--- src/rtl/pix_pkg.sv ---
// Shared types for the raster pixel source: FSM state encoding, default
// channel width, RGB pixel struct and a counter-width helper.
package pix_pkg;

    localparam int PIX_DW = 16;

    typedef enum logic [1:0] {
        ST_IDLE   = 2'd0,
        ST_ACTIVE = 2'd1,
        ST_HBLANK = 2'd2,
        ST_DRAIN  = 2'd3
    } pix_state_t;

    typedef struct packed {
        logic [PIX_DW-1:0] r;
        logic [PIX_DW-1:0] g;
        logic [PIX_DW-1:0] b;
    } rgb_t;

    // Width of a counter that must hold 0..n-1 (at least one bit).
    function automatic int cnt_width(input int n);
        if (n > 1) begin
            return $clog2(n);
        end else begin
            return 1;
        end
    endfunction

endpackage

--- src/rtl/pix_raster_cnt.sv ---
// Raster position counters for pix_stream_src: column, row and linear
// memory address, with end-of-line / end-of-frame decodes. The counters
// hold on the final pixel so the address never wraps inside a frame.
module pix_raster_cnt #(
    parameter int IMG_W = 640,
    parameter int IMG_H = 480,
    parameter int AW    = 19,
    parameter int CW    = 10,
    parameter int RW    = 9
) (
    input  logic          clk,
    input  logic          rst_n,
    input  logic          clear,
    input  logic          step,
    output logic [CW-1:0] col,
    output logic [RW-1:0] row,
    output logic [AW-1:0] addr,
    output logic          eol,
    output logic          eof
);

    localparam logic [CW-1:0] COL_LAST = CW'(IMG_W - 1);
    localparam logic [RW-1:0] ROW_LAST = RW'(IMG_H - 1);

    logic [CW-1:0] col_r;
    logic [RW-1:0] row_r;
    logic [AW-1:0] addr_r;
    logic          eol_s;
    logic          eof_s;

    assign eol_s = (col_r == COL_LAST);
    assign eof_s = eol_s && (row_r == ROW_LAST);

    // Advance the raster position once per streamed pixel; restart on clear.
    always_ff @(posedge clk or negedge rst_n) begin
        if (!rst_n) begin
            col_r  <= '0;
            row_r  <= '0;
            addr_r <= '0;
        end else if (clear) begin
            col_r  <= '0;
            row_r  <= '0;
            addr_r <= '0;
        end else if (step && !eof_s) begin
            addr_r <= addr_r + AW'(1);
            if (eol_s) begin
                col_r <= '0;
                row_r <= row_r + RW'(1);
            end else begin
                col_r <= col_r + CW'(1);
                row_r <= row_r;
            end
        end else begin
            col_r  <= col_r;
            row_r  <= row_r;
            addr_r <= addr_r;
        end
    end

    assign col  = col_r;
    assign row  = row_r;
    assign addr = addr_r;
    assign eol  = eol_s;
    assign eof  = eof_s;

endmodule

--- src/rtl/pix_stream_src.sv ---
// Raster pixel source: reads one RGB frame from a 1-cycle-latency frame
// memory and emits it as a row-major pixel stream with sof/eol sideband
// and programmable horizontal blanking between lines.
// Optional build macro PIX_SRC_TEST_PATTERN_EN adds a pattern_sel input
// that replaces memory data with a col/row test pattern.
module pix_stream_src
    import pix_pkg::*;
#(
    parameter int IMG_W  = 640,
    parameter int IMG_H  = 480,
    parameter int DW     = PIX_DW,
    parameter int AW     = 19,
    parameter int HBLANK = 4
) (
    input  logic          clk,
    input  logic          rst_n,
    input  logic          start,
`ifdef PIX_SRC_TEST_PATTERN_EN
    input  logic          pattern_sel,
`endif
    output logic          busy,
    output logic          done,
    output logic          mem_rd_en,
    output logic [AW-1:0] mem_addr,
    input  logic [DW-1:0] mem_rdata_r,
    input  logic [DW-1:0] mem_rdata_g,
    input  logic [DW-1:0] mem_rdata_b,
    output logic [DW-1:0] data_out_r,
    output logic [DW-1:0] data_out_g,
    output logic [DW-1:0] data_out_b,
    output logic          data_out_en,
    output logic          sof,
    output logic          eol
);

    localparam int         CW      = cnt_width(IMG_W);
    localparam int         RW      = cnt_width(IMG_H);
    localparam bit         HB_EN   = (HBLANK > 0);
    localparam logic [7:0] HB_LAST = (HBLANK > 0) ? 8'(HBLANK - 1) : 8'd0;

    // Control state
    pix_state_t    state_r, state_nxt_s;
    logic [7:0]    hb_cnt_r, hb_cnt_nxt_s;
    logic          drain_cnt_r, drain_cnt_nxt_s;
    logic          busy_r, busy_nxt_s;
    logic          done_r, done_nxt_s;
    logic          rd_en_r, rd_en_nxt_s;
    logic          pat_sel_r, pat_nxt_s;
    logic          pat_in_s;
    logic          start_acc_s;
    logic          step_s;

    // Raster counters
    logic [CW-1:0] col_s;
    logic [RW-1:0] row_s;
    logic [AW-1:0] addr_s;
    logic          eol_s;
    logic          eof_s;

    // Output pipeline
    logic          v1_r, sof1_r, eol1_r;
    logic [CW-1:0] col1_r;
    logic [RW-1:0] row1_r;
    logic          out_en_r, sof_r, eol_r;
    logic [DW-1:0] out_r_r, out_g_r, out_b_r;

`ifdef PIX_SRC_TEST_PATTERN_EN
    assign pat_in_s = pattern_sel;
`else
    assign pat_in_s = 1'b0;
`endif

    // A start is taken only from a settled IDLE, never in the done cycle.
    assign start_acc_s = start && (state_r == ST_IDLE) && !done_r;
    assign step_s      = (state_r == ST_ACTIVE);

    pix_raster_cnt #(
        .IMG_W (IMG_W),
        .IMG_H (IMG_H),
        .AW    (AW),
        .CW    (CW),
        .RW    (RW)
    ) u_cnt (
        .clk   (clk),
        .rst_n (rst_n),
        .clear (start_acc_s),
        .step  (step_s),
        .col   (col_s),
        .row   (row_s),
        .addr  (addr_s),
        .eol   (eol_s),
        .eof   (eof_s)
    );

    // Next-state and next-output decode for the frame sequencer.
    always_comb begin
        state_nxt_s     = state_r;
        hb_cnt_nxt_s    = hb_cnt_r;
        drain_cnt_nxt_s = drain_cnt_r;
        busy_nxt_s      = busy_r;
        done_nxt_s      = 1'b0;
        pat_nxt_s       = pat_sel_r;
        case (state_r)
            ST_IDLE: begin
                if (start_acc_s) begin
                    state_nxt_s = ST_ACTIVE;
                    busy_nxt_s  = 1'b1;
                    pat_nxt_s   = pat_in_s;
                end else begin
                    busy_nxt_s  = 1'b0;
                end
            end
            ST_ACTIVE: begin
                if (eof_s) begin
                    state_nxt_s     = ST_DRAIN;
                    drain_cnt_nxt_s = 1'b0;
                end else if (eol_s && HB_EN) begin
                    state_nxt_s  = ST_HBLANK;
                    hb_cnt_nxt_s = 8'd0;
                end else begin
                    state_nxt_s  = ST_ACTIVE;
                end
            end
            ST_HBLANK: begin
                if (hb_cnt_r == HB_LAST) begin
                    state_nxt_s  = ST_ACTIVE;
                end else begin
                    hb_cnt_nxt_s = hb_cnt_r + 8'd1;
                end
            end
            ST_DRAIN: begin
                if (drain_cnt_r) begin
                    state_nxt_s = ST_IDLE;
                    done_nxt_s  = 1'b1;
                    busy_nxt_s  = 1'b0;
                end else begin
                    drain_cnt_nxt_s = 1'b1;
                end
            end
            default: begin
                state_nxt_s = ST_IDLE;
                busy_nxt_s  = 1'b0;
            end
        endcase
        rd_en_nxt_s = (state_nxt_s == ST_ACTIVE) && !pat_nxt_s;
    end

    // Sequencer state and registered control outputs.
    always_ff @(posedge clk or negedge rst_n) begin
        if (!rst_n) begin
            state_r     <= ST_IDLE;
            hb_cnt_r    <= 8'd0;
            drain_cnt_r <= 1'b0;
            busy_r      <= 1'b0;
            done_r      <= 1'b0;
            rd_en_r     <= 1'b0;
            pat_sel_r   <= 1'b0;
        end else begin
            state_r     <= state_nxt_s;
            hb_cnt_r    <= hb_cnt_nxt_s;
            drain_cnt_r <= drain_cnt_nxt_s;
            busy_r      <= busy_nxt_s;
            done_r      <= done_nxt_s;
            rd_en_r     <= rd_en_nxt_s;
            pat_sel_r   <= pat_nxt_s;
        end
    end

    // Stage 1: capture valid, sideband and position alongside the read.
    always_ff @(posedge clk or negedge rst_n) begin
        if (!rst_n) begin
            v1_r   <= 1'b0;
            sof1_r <= 1'b0;
            eol1_r <= 1'b0;
            col1_r <= '0;
            row1_r <= '0;
        end else begin
            v1_r   <= step_s;
            sof1_r <= step_s && (col_s == '0) && (row_s == '0);
            eol1_r <= step_s && eol_s;
            col1_r <= col_s;
            row1_r <= row_s;
        end
    end

    // Stage 2: sample returned memory data (or the pattern); hold when idle.
    always_ff @(posedge clk or negedge rst_n) begin
        if (!rst_n) begin
            out_en_r <= 1'b0;
            sof_r    <= 1'b0;
            eol_r    <= 1'b0;
            out_r_r  <= '0;
            out_g_r  <= '0;
            out_b_r  <= '0;
        end else begin
            out_en_r <= v1_r;
            sof_r    <= sof1_r;
            eol_r    <= eol1_r;
            if (v1_r && pat_sel_r) begin
                out_r_r <= DW'(col1_r);
                out_g_r <= DW'(row1_r);
                out_b_r <= DW'(col1_r) + DW'(row1_r);
            end else if (v1_r) begin
                out_r_r <= mem_rdata_r;
                out_g_r <= mem_rdata_g;
                out_b_r <= mem_rdata_b;
            end else begin
                out_r_r <= out_r_r;
                out_g_r <= out_g_r;
                out_b_r <= out_b_r;
            end
        end
    end

    assign busy        = busy_r;
    assign done        = done_r;
    assign mem_rd_en   = rd_en_r;
    assign mem_addr    = addr_s;
    assign data_out_r  = out_r_r;
    assign data_out_g  = out_g_r;
    assign data_out_b  = out_b_r;
    assign data_out_en = out_en_r;
    assign sof         = sof_r;
    assign eol         = eol_r;

endmodule

--- config.mk ---
export PLATFORM = sky130hd
export DESIGN_NAME = pix_stream_src
export DESIGN_NICKNAME = d
export VERILOG_FILES = /design/src/rtl/pix_pkg.sv /design/src/rtl/pix_raster_cnt.sv /design/src/rtl/pix_stream_src.sv
export SDC_FILE = /design/constraint.sdc
export NUM_CORES = 1
export LEC_CHECK = 0
export ABC_CLOCK_PERIOD_IN_PS = 2400
export BUFFER_PORTS_ARGS = -buffer_cell sky130_fd_sc_hd__buf_2
export CORE_MARGIN = 8
export CORE_UTILIZATION = 40
export CTS_CLUSTER_DIAMETER = 100
export DETAILED_ROUTE_END_ITERATION = 7
export PLACE_DENSITY_LB_ADDON = 0.08
export SLEW_MARGIN = 25
export SYNTH_ARGS = -nofsm -noshare
export SYNTH_HDL_FRONTEND = slang
export SYNTH_HIERARCHICAL = 1
export SYNTH_SLANG_ARGS = --single-unit
--- constraint.sdc ---
create_clock -name clk -period 2.4 [get_ports clk]
set_clock_uncertainty 0.1 [all_clocks]
set_input_delay 0.24 -clock clk [delete_from_list [all_inputs] [get_ports clk]]
set_output_delay 0.24 -clock clk [all_outputs]
set_load 0.03 [all_outputs]
After elaboration in Yosys (flattened, before gate mapping)
Index checks and enable logic that the tools add are counted.
{"block": "totals", "wordCells": 96, "register_bits": 126}
{"block": "classes", "n_mux": 33, "n_addsub": 5, "n_reduce_logical": 25, "eq_ne": 12}
{"operator": "$mux 16", "n": 6}
{"operator": "$mux 19", "n": 2}
{"operator": "$mux 10", "n": 3}
{"operator": "$mux 9", "n": 3}
{"operator": "$mux 8", "n": 3}
{"operator": "$add 19x1->19 const B", "n": 1}
{"operator": "$pmux 8 s2", "n": 1}
{"operator": "$reduce_bool 2->1", "n": 6}
{"operator": "$add 10x9->11", "n": 1}
{"operator": "$add 10x1->10 const B", "n": 1}
{"operator": "$eq 10x10->1 const B", "n": 1}
{"operator": "$logic_not 10->1", "n": 1}
{"operator": "$mux 2", "n": 5}
{"operator": "$add 9x1->9 const B", "n": 1}
{"operator": "$eq 9x9->1 const B", "n": 1}
{"operator": "$logic_and 1x1->1", "n": 9}
{"operator": "$logic_not 9->1", "n": 1}
{"operator": "$add 8x1->8 const B", "n": 1}
{"operator": "$eq 8x2->1 const B", "n": 1}
{"operator": "$pmux 2 s4", "n": 1}
{"operator": "$mux 1", "n": 7}
{"operator": "$ne 2x2->1 const B", "n": 3}
{"operator": "$reduce_and 2->1", "n": 3}
{"operator": "$eq 2x1->1 const B", "n": 2}
{"operator": "6 further kinds", "n": 11}

Longest topological paths before layout
Gate-level depths: netlist of the first run.
{"block": "depth", "ltp_word": 7, "ltp_mapped": 11, "ltp_nobuf": 8}

Hierarchy
Netlist of the first run, hierarchy kept.
{"mod": "pix_stream_src", "cells_each": 333, "area_each_um2": 3809.9, "seq_area_each_um2": 2202.1, "instances": 1}
{"mod": "pix_raster_cnt", "cells_each": 257, "area_each_um2": 2513.7, "seq_area_each_um2": 950.9, "instances": 1}

Worst setup path after synthesis of the first run
OpenSTA, ideal clock, no wires.
{"block": "synth_timing", "kind": "register to register", "from": "register state_r[0]", "to": "register u_cnt.addr_r[13], in the netlist u_cnt/addr[13]", "path_stages_with_launch": 8, "arrival_time_ps": 2071, "setup_time_ps": 128, "slack_ps": 102, "required_time_ps": 2172, "cell_sequence": "dfrtp_1 -> buf_2 -> or4b_4 -> inv_1 -> clkbuf_1 -> clkbuf_1 -> nor2_1 -> mux2_1"}
{"block": "synth_between", "elab_chain_cells": 4}
{"element": "from (decl)", "line_no": "pix_stream_src.sv:42", "source": "pix_state_t state_r, state_nxt_s;"}
{"element": "from (signal assigned)", "line_no": "pix_stream_src.sv:159", "source": "state_r <= state_nxt_s;"}
{"element": "$logic_not 2->1 (*)", "line_no": "pix_stream_src.sv:74", "source": "assign start_acc_s = start && (state_r == ST_IDLE) && !done_r;"}
{"element": "$logic_and 1x1->1 (*) (2 in a row)", "line_no": "pix_stream_src.sv:74"}
{"element": "named net start_acc_s", "line_no": "pix_stream_src.sv:50", "source": "logic start_acc_s;"}
{"element": "$mux 19 / $reduce_bool 2->1 (equally long branches)"}
{"element": "to (signal assigned)", "line_no": "pix_raster_cnt.sv:45", "source": "addr_r <= addr_r + AW'(1);"}
{"element": "to (signal assigned)", "line_no": "pix_raster_cnt.sv:56", "source": "addr_r <= addr_r;"}
{"element": "to (decl)", "line_no": "pix_raster_cnt.sv:27", "source": "logic [AW-1:0] addr_r;"}
The timed path passes the listed nets; every way through them passes the cells marked *.
A chain may end at the register's enable or synchronous reset.

Worst setup path in the final report of the first run
{"block": "layout_timing", "from": "register col1_r[0]", "to": "register out_b_r[8], in the netlist data_out_b[8]"}
{"block": "layout_between", "elab_chain_cells": 2}
{"element": "from (decl)", "line_no": "pix_stream_src.sv:62", "source": "logic [CW-1:0] col1_r;"}
{"element": "from (signal assigned)", "line_no": "pix_stream_src.sv:181", "source": "col1_r <= col_s;"}
{"element": "$add 10x9->11", "line_no": "pix_stream_src.sv:202", "source": "out_b_r <= DW'(col1_r) + DW'(row1_r);"}
{"element": "$mux 16", "line_no": "pix_stream_src.sv:199", "source": "if (v1_r && pat_sel_r) begin"}
{"element": "to (signal assigned)", "line_no": "pix_stream_src.sv:202"}
{"element": "to (signal assigned)", "line_no": "pix_stream_src.sv:206", "source": "out_b_r <= mem_rdata_b;"}
{"element": "to (signal assigned)", "line_no": "pix_stream_src.sv:210", "source": "out_b_r <= out_b_r;"}
{"element": "to (decl)", "line_no": "pix_stream_src.sv:65", "source": "logic [DW-1:0] out_r_r, out_g_r, out_b_r;"}
Every way passes these cells.

==> results of run 1 <==
-- worst min-delay path by stage --
stage | from | to | slack (ns) | cells after the start
final | mem_rdata_g[5] | data_out_g[5] | 0.03 | 3
after CTS | mem_rdata_r[5] | data_out_r[5] | 0.02 | 3
after global routing | mem_rdata_g[5] | data_out_g[5] | 0.03 | 3
after global placement | rst_n | data_out_g[6] | 0.14 | 1
after detailed placement | rst_n | data_out_g[6] | 0.14 | 1
after floorplan | rst_n | busy | -0.16 | 0
-- state kept, by name, indices dropped and copies added (netlist names) --
register	cells
data_out_r	16
data_out_g	16
data_out_b	16
pat_sel_r	1
u_cnt/row	9
hb_cnt_r	8
v1_r	1
sof1_r	1
eol	1
drain_cnt_r	1
u_cnt/addr	19
u_cnt/col	10
row1_r	9
busy	1
eol1_r	1
done	1
data_out_en	1
state_r	2
sof	1
mem_rd_en	1
col1_r	10
-- cells by family (layout without fill, tap and decap cells) --
logic type / count (synthesis) / after routing
adder cells (fa/ha/maj): 14 / 14
buffers and inverters: 47 / 217
AND/OR/NAND/NOR: 216 / 216
multiplexers: 48 / 48
AO/OA/AOI/OAI: 131 / 131
flip-flops: 126 / 126
XOR/XNOR: 8 / 8
-- tightest hold or removal path: stages --
cell and delay [ns]:
buf_2 0.07, mux2i_1 0.05, a21oi_1 0.13
-- power by group through the flow --
stage          sequential [mW]  combinational [mW]  clock (mW)
4_1_cts                   2.61                1.51        2.69
6_report                  2.61                1.50        2.63
2_1_floorplan             2.83               0.772           0
3_3_place_gp              2.64                1.45           0
5_1_grt                   2.64                1.65        2.81
3_5_place_dp              2.64                1.47           0
-- timing repair --
item	in CTS	in global routing
gates resized for setup	0	1
hold endpoints to repair	57	0
setup endpoints to repair	0	1
hold buffers	23	0
-- layer usage --
metal,track usage (%),part of all wire [%],vias to the layer above
met2,25.62,47,110
li1,-,-,2489
met4,6.105,1.4,0
met1,21.91,47,2426
met5,0,0,-
met3,4.133,4.6,14
-- cells in the mapped netlist, types with 3 or more instances --
library cell | number | area (um2)
a22o_1 | 19 | 166.4
mux2i_1 | 30 | 300.3
xnor2_1 | 4 | 35.03
buf_2 | 6 | 30.03
dfrtp_1 | 126 | 3153
nand4_1 | 14 | 87.58
nor2_1 | 62 | 232.7
a211oi_1 | 8 | 60.06
buf_6 | 6 | 67.56
and2_1 | 7 | 43.79
nor2b_1 | 20 | 125.1
clkbuf_1 | 18 | 67.56
nand3_1 | 16 | 80.08
a2111oi_2 | 5 | 75.07
a21oi_1 | 44 | 220.2
a31oi_1 | 9 | 56.30
xor2_1 | 4 | 35.03
ha_1 | 13 | 162.7
o21ai_0 | 11 | 55.05
nor4_1 | 6 | 37.54
mux2_1 | 8 | 90.09
nand2b_1 | 11 | 68.82
inv_1 | 13 | 48.80
nand2_1 | 28 | 105.1
nand3b_1 | 3 | 22.52
mux2_2 | 10 | 112.6
nor3_1 | 8 | 40.04
and4_1 | 6 | 52.55
o21ai_1 | 3 | 15.01
o31ai_1 | 4 | 30.03
and3_1 | 8 | 50.05
-- placed cells by master, fill, tap and decap left out, types with 3 or more instances in the layout --
| cell | instances |
|---|---|
| a31oi_1 | 9 |
| clkinv_2 | 3 |
| nand3_1 | 16 |
| dfrtp_1 | 125 |
| ha_1 | 13 |
| nand4_1 | 14 |
| inv_1 | 13 |
| mux2i_1 | 30 |
| clkbuf_16 | 17 |
| nor2b_1 | 18 |
| mux2_1 | 8 |
| nand3b_1 | 3 |
| buf_4 | 20 |
| nor4_1 | 6 |
| a22o_1 | 19 |
| nor3_1 | 8 |
| a21oi_1 | 44 |
| bufinv_16 | 3 |
| clkinvlp_4 | 3 |
| nor2_1 | 62 |
| and2_1 | 7 |
| buf_12 | 6 |
| a211oi_1 | 8 |
| nand2b_1 | 11 |
| xor2_1 | 4 |
| clkbuf_8 | 3 |
| dlygate4sd3_1 | 23 |
| mux2_2 | 10 |
| o31ai_1 | 4 |
| and4_1 | 6 |
| buf_2 | 122 |
| o21ai_1 | 3 |
| nand2_1 | 28 |
| and3_1 | 8 |
| a2111oi_2 | 5 |
| xnor2_1 | 4 |
| o21ai_0 | 11 |
-- cell type report --
class	count	area, um2	share of cell area (%)
Sequential cell	126	3154	38.76
Multi-Input combinational cell	417	2939	36.12
Timing Repair Buffer	171	1111	13.65
Clock buffer	22	474.2	5.827
Tap cell	216	270.3	3.321
Clock inverter	10	136.4	1.676
Inverter	14	52.55	0.6458
-- metrics by stage --
| step | cell area [um2] | instances | worst slack, ns | power, mW |
|---|---|---|---|---|
| after CTS | 8135 | 976 | 0.1517 | 6.807 |
| after detailed placement | 7295 | 921 | 0.1582 | 4.112 |
| final | 8138 | 976 | 0.1592 | 6.731 |
| after floorplan | 6324 | 590 | 0.1019 | 3.599 |
| after global routing | 8138 | 976 | 0.006213 | 7.103 |
| after global placement | 7295 | 921 | 0.2037 | 4.086 |
==> results.toml, run 1 <==
[placement]
dp.final_hpwl_mm = 11.41
numPortBuffers = 123
gp_congestion = 0.8627

[global_routing]
grt_start_max_net_pins = 48
grt_remaining_overflow = 0
grt_antenna_before_repair = 0
grt_pass1_vias = 5155
grt_pass1_wl_mm = 26.75
grt_usage_pct = 16.53

[detailed_routing]
vias = 5039
dr.pass1.iters = 4
drtAntennaViolNets = 0
avgViaCountPerCell = 5.163
wirelength_mm = 16.15
remaining_drc_errors = 0
wl_per_cell_um = 16.55
drtIter0Drc = 269

[clocking]
cts_setup_buffers = 0
clock_sinks = 126
cts_buffers = 17
clock-root-buffer = "clkbuf_16"
cts-htree-levels = 4
clkLatencyLatePin_ns = 0.41
max-clock-path-buffers = 2
clkSlewWorstSetupHoldPaths_ns = 0.06
cts_tree = "yes"

[logic_synthesis]
synth-compound-area-share_pct = 15.06
synth_top_family_by_area = "simple AND/OR/NAND/NOR gates"
synthCells = 590
synth.cell_area_um2 = 6324
synth_xor_area_share_pct = 1.108
ys_async_sr_fraction_pct = 100.0
synth_seq_cells = 126
yosysSeqAreaShare_pct = 49.86
synth_fa_ha_area_share_pct = 2.889
muxShareOfSynthArea_pct = 7.954
synth_cell_type_count = 74
synth.yosys.warnings = 6
syn_nets = 655
ys_dominant_reg_cell = "dfrtp_1"
synth_edf_count = 0
synth-simple-area-share_pct = 19.39
avgSynthCellArea_um2 = 10.72

[layout]
final_nets = 812
nFillCells = 1446
diodes = 0
area_growth_pct = 28.69
finish.utilization_pct = 51.98
drive_gt1_share_pct = 28.42

[setup_path]
crit_path_end_kind = "flop"
crit_buf_inv = 1
rrSetupSlack_ns = 0.16
timing.rr.end = "data_out_b[8]"
crit_arrival_ns = 2.43
worstSetupPathType = "reg -> reg"
crit_cells = 8
worstPathCellList = "ha_1, inv_1, fa_1, and2b_1, o31ai_2, a31oi_1, mux2i_1, a221o_1"
slowest_delay_ns = 0.39
crit_end = "data_out_b[8]"
critPathLaunchType = "flop"
path_delay_family = "compound AO/OA/AOI/OAI gates"
crit_start = "col1_r[0]"
crit_slowest_cell = "fa_1"
crit_fanout = 3
critPathRequiredTime_ns = 2.59
timing.rr.start = "col1_r[0]"
reg2reg_depth = 8

[power_and_ir_drop]
leakagePower_nw = 3.698
comb_power_share_pct = 22.2
p_int_mw = 4.699
power_frac_seq_pct = 38.7
power_density_nw_per_um2 = 827.1
peakVddDrop_uv = 500.5
power_switching_mw = 2.032
switching_share_pct = 30.19
power_frac_clock_pct = 39.0

[floorplanning]
die_area_um2 = 20090
initial_core_util_pct = 40.39
die_w_um = 141.7
die_h_um = 141.7
core_area_um2 = 15660
rows = 46
num_io_pins = 124

[sta]
slew_headroom_pct = 66.72
finalCritPeriodShare_pct = 93.37
finalCriticalPeriod_ns = 2.241
tightest_slew_ns = 0.4987
fin_tns_setup_ns = 0
holdWs_ns = 0.03395
rsz0062_at_grt = "no"
fmax_ghz = 0.4463
final-setup-viol-count = 0
hold_viol = 0
slew_violations = 0

[run_status]
status = "finished clean"

[hold_path]
hold_class = "in -> reg"

[flow_run]
drv_cap = 0
(Power assumes the default switching activity.)
==> run 2: changes to the inputs <==
--- a/config.mk
+++ b/config.mk
@@ -13,4 +13,5 @@
 export DETAILED_ROUTE_END_ITERATION = 7
 export PLACE_DENSITY_LB_ADDON = 0.08
+export REMOVE_ABC_BUFFERS = 1
 export SLEW_MARGIN = 25
 export SYNTH_ARGS = -nofsm -noshare
==> constraint.sdc (replaced) <==
create_clock -name clk -period 2.4 [get_ports clk]
set_clock_uncertainty 0.1 [all_clocks]
set_input_delay 0.48 -clock clk [delete_from_list [all_inputs] [get_ports clk]]
set_output_delay 0.48 -clock clk [all_outputs]
set_load 0.03 [all_outputs]
==> run 2 against run 1 <==
Against the previous run: final cell count is 2.4% lower; hold slack better by 0.15 ns; critical path type unchanged; largest cell class unchanged; count of clock-buffer cells in the layout stayed put.
==> results.toml, run 2 (synthesized netlist as in run 1, its figures left out) <==
[run_status]
status = "finished clean"

[power_and_ir_drop]
power_switching_mw = 2.022
comb_power_share_pct = 23.3
power_mw = 6.453
power_frac_seq_pct = 40.4
leakagePower_nw = 3.582
power_density_nw_per_um2 = 824.5
peakVddDrop_uv = 512.9
switching_share_pct = 31.33
power_frac_clock_pct = 36.3
p_int_mw = 4.431

[sta]
rsz0062_at_grt = "no"
final-setup-viol-count = 0
slew_headroom_pct = 65.25
finalCritPeriodShare_pct = 91.40
slew_violations = 0
finalCriticalPeriod_ns = 2.194
hold_viol = 0
fmax_ghz = 0.4559
tightest_slew_ns = 0.5212

[clocking]
clkLatencyLatePin_ns = 0.41
cts-htree-levels = 4
max-clock-path-buffers = 2
cts_tree = "yes"
clock-root-buffer = "clkbuf_16"
cts_buffers = 17
clock_sinks = 126
clkSlewWorstSetupHoldPaths_ns = 0.05

[detailed_routing]
vias = 5056
wl_per_cell_um = 16.83
drtIter0Drc = 284
dr.pass1.iters = 4
drtAntennaViolNets = 0
avgViaCountPerCell = 5.305
remaining_drc_errors = 0
wirelength_mm = 16.04

[layout]
diodes = 0
layout_commonest_cell = "dfrtp_1"
drive_gt1_share_pct = 29.04
largest_reg_flops = 19
final_cell_mix = "124 x dfrtp_1, 122 x buf_2, 62 x nor2_1"
finish.utilization_pct = 50.00
area_growth_pct = 23.78
fin_cells = 953
final_nets = 790

[setup_path]
crit_path_end_kind = "flop"
critPathRequiredTime_ns = 2.59
crit_arrival_ns = 2.38
worstSetupPathType = "reg -> reg"
crit_fanout = 3
critPathLaunchType = "flop"

[placement]
dp.final_hpwl_mm = 11.39
gp_congestion = 0.8209
numPortBuffers = 123
placedCellCount = 921

[flow_run]
drv_cap = 0

[floorplanning]
die_w_um = 141.7
core_area_um2 = 15660
rows = 46
initial_core_util_pct = 40.39
num_io_pins = 124
die_h_um = 141.7
die_area_um2 = 20090

[global_routing]
grt_start_max_net_pins = 58
grt_pass1_vias = 5013
grt_usage_pct = 16.31
grt_pass1_wl_mm = 26.24
grt_antenna_before_repair = 0
grt_remaining_overflow = 0

[hold_path]
hold_class = "in -> reg"
[run 2: cell count changes in the layout (fill, tap and decap cells not counted), sizes merged]
cell | previous run | this run
bufinv | 3 | 1
clkinv | 4 | 8
clkinvlp | 3 | 0
dlygate4sd3 | 23 | 1
[run 2: cell type report]
class,count,area (um2)
Timing Repair Buffer,149,878.3
Inverter,14,52.55
Sequential cell,126,3156
Clock buffer,22,464.2
Fill cell,1458,7828
Multi-Input combinational cell,417,2937
Clock inverter,9,70.07
Tap cell,216,270.3
[run 2: worst paths after layout]
check / slack (ns) / cells past startpoint / startpoint / endpoint
max: 0.21 / 8 / col1_r[0] / data_out_b[8]
min: 0.19 / 2 / mem_rdata_b[11] / data_out_b[11]
max reg2reg: 0.21 / 8 / col1_r[0] / data_out_b[8]
min reg2reg: 0.25 / 0 / eol1_r / eol
max in group asynchronous: 1.03 / 3 / rst_n / u_cnt/addr[15]
min in group asynchronous: 0.49 / 2 / rst_n / data_out_b[2]
[run 2: worst max-delay path, stage by stage, from the launching register on]
cell     delay, ns
dfrtp_1       0.34
ha_1          0.19
inv_1         0.07
fa_1          0.39
and2b_1       0.24
o31ai_2       0.08
a31oi_1       0.28
mux2i_1       0.12
a221o_1       0.27
[run 2: repair_timing]
action                    CTS  global route
hold buffers                1             0
hold endpoints to repair   35             0
buffers inserted            0             0
gates resized for setup     0             0
[run 2: per-layer routing]
layer | up-vias | part of all wire, % | GRT usage [%] | routed length [um]
li1 | 2435 | - | - | -
met1 | 2453 | 49 | 22.42 | 7795
met2 | 151 | 45 | 24.23 | 7160
met3 | 17 | 5.8 | 4.368 | 931
met4 | 0 | 0.97 | 5.653 | 156
met5 | - | 0 | 0 | 0
[run 2: per-stage QoR]
step	setup WS [ns]	hold slack, ns	setup TNS, ns	area, um2
finish	0.2064	0.1851	0	7828
global route	0.04454	0.1748	0	7828
CTS	0.1925	0.1617	0	7828
detailed placement	0.2094	0.2372	0	7283
global placement	0.2562	0.2325	0	7283
floorplan	-0.6289	0.08441	-18.96	6140
[run 2: power by group through the flow]
stage                     clock (mW)  combinational [mW]  sequential (mW)
after floorplan                    0               0.749             2.83
after global placement             0                1.48             2.64
after detailed placement           0                1.50             2.64
after CTS                       2.41                1.51             2.61
after global routing            2.50                1.65             2.64
final                           2.34                1.50             2.61
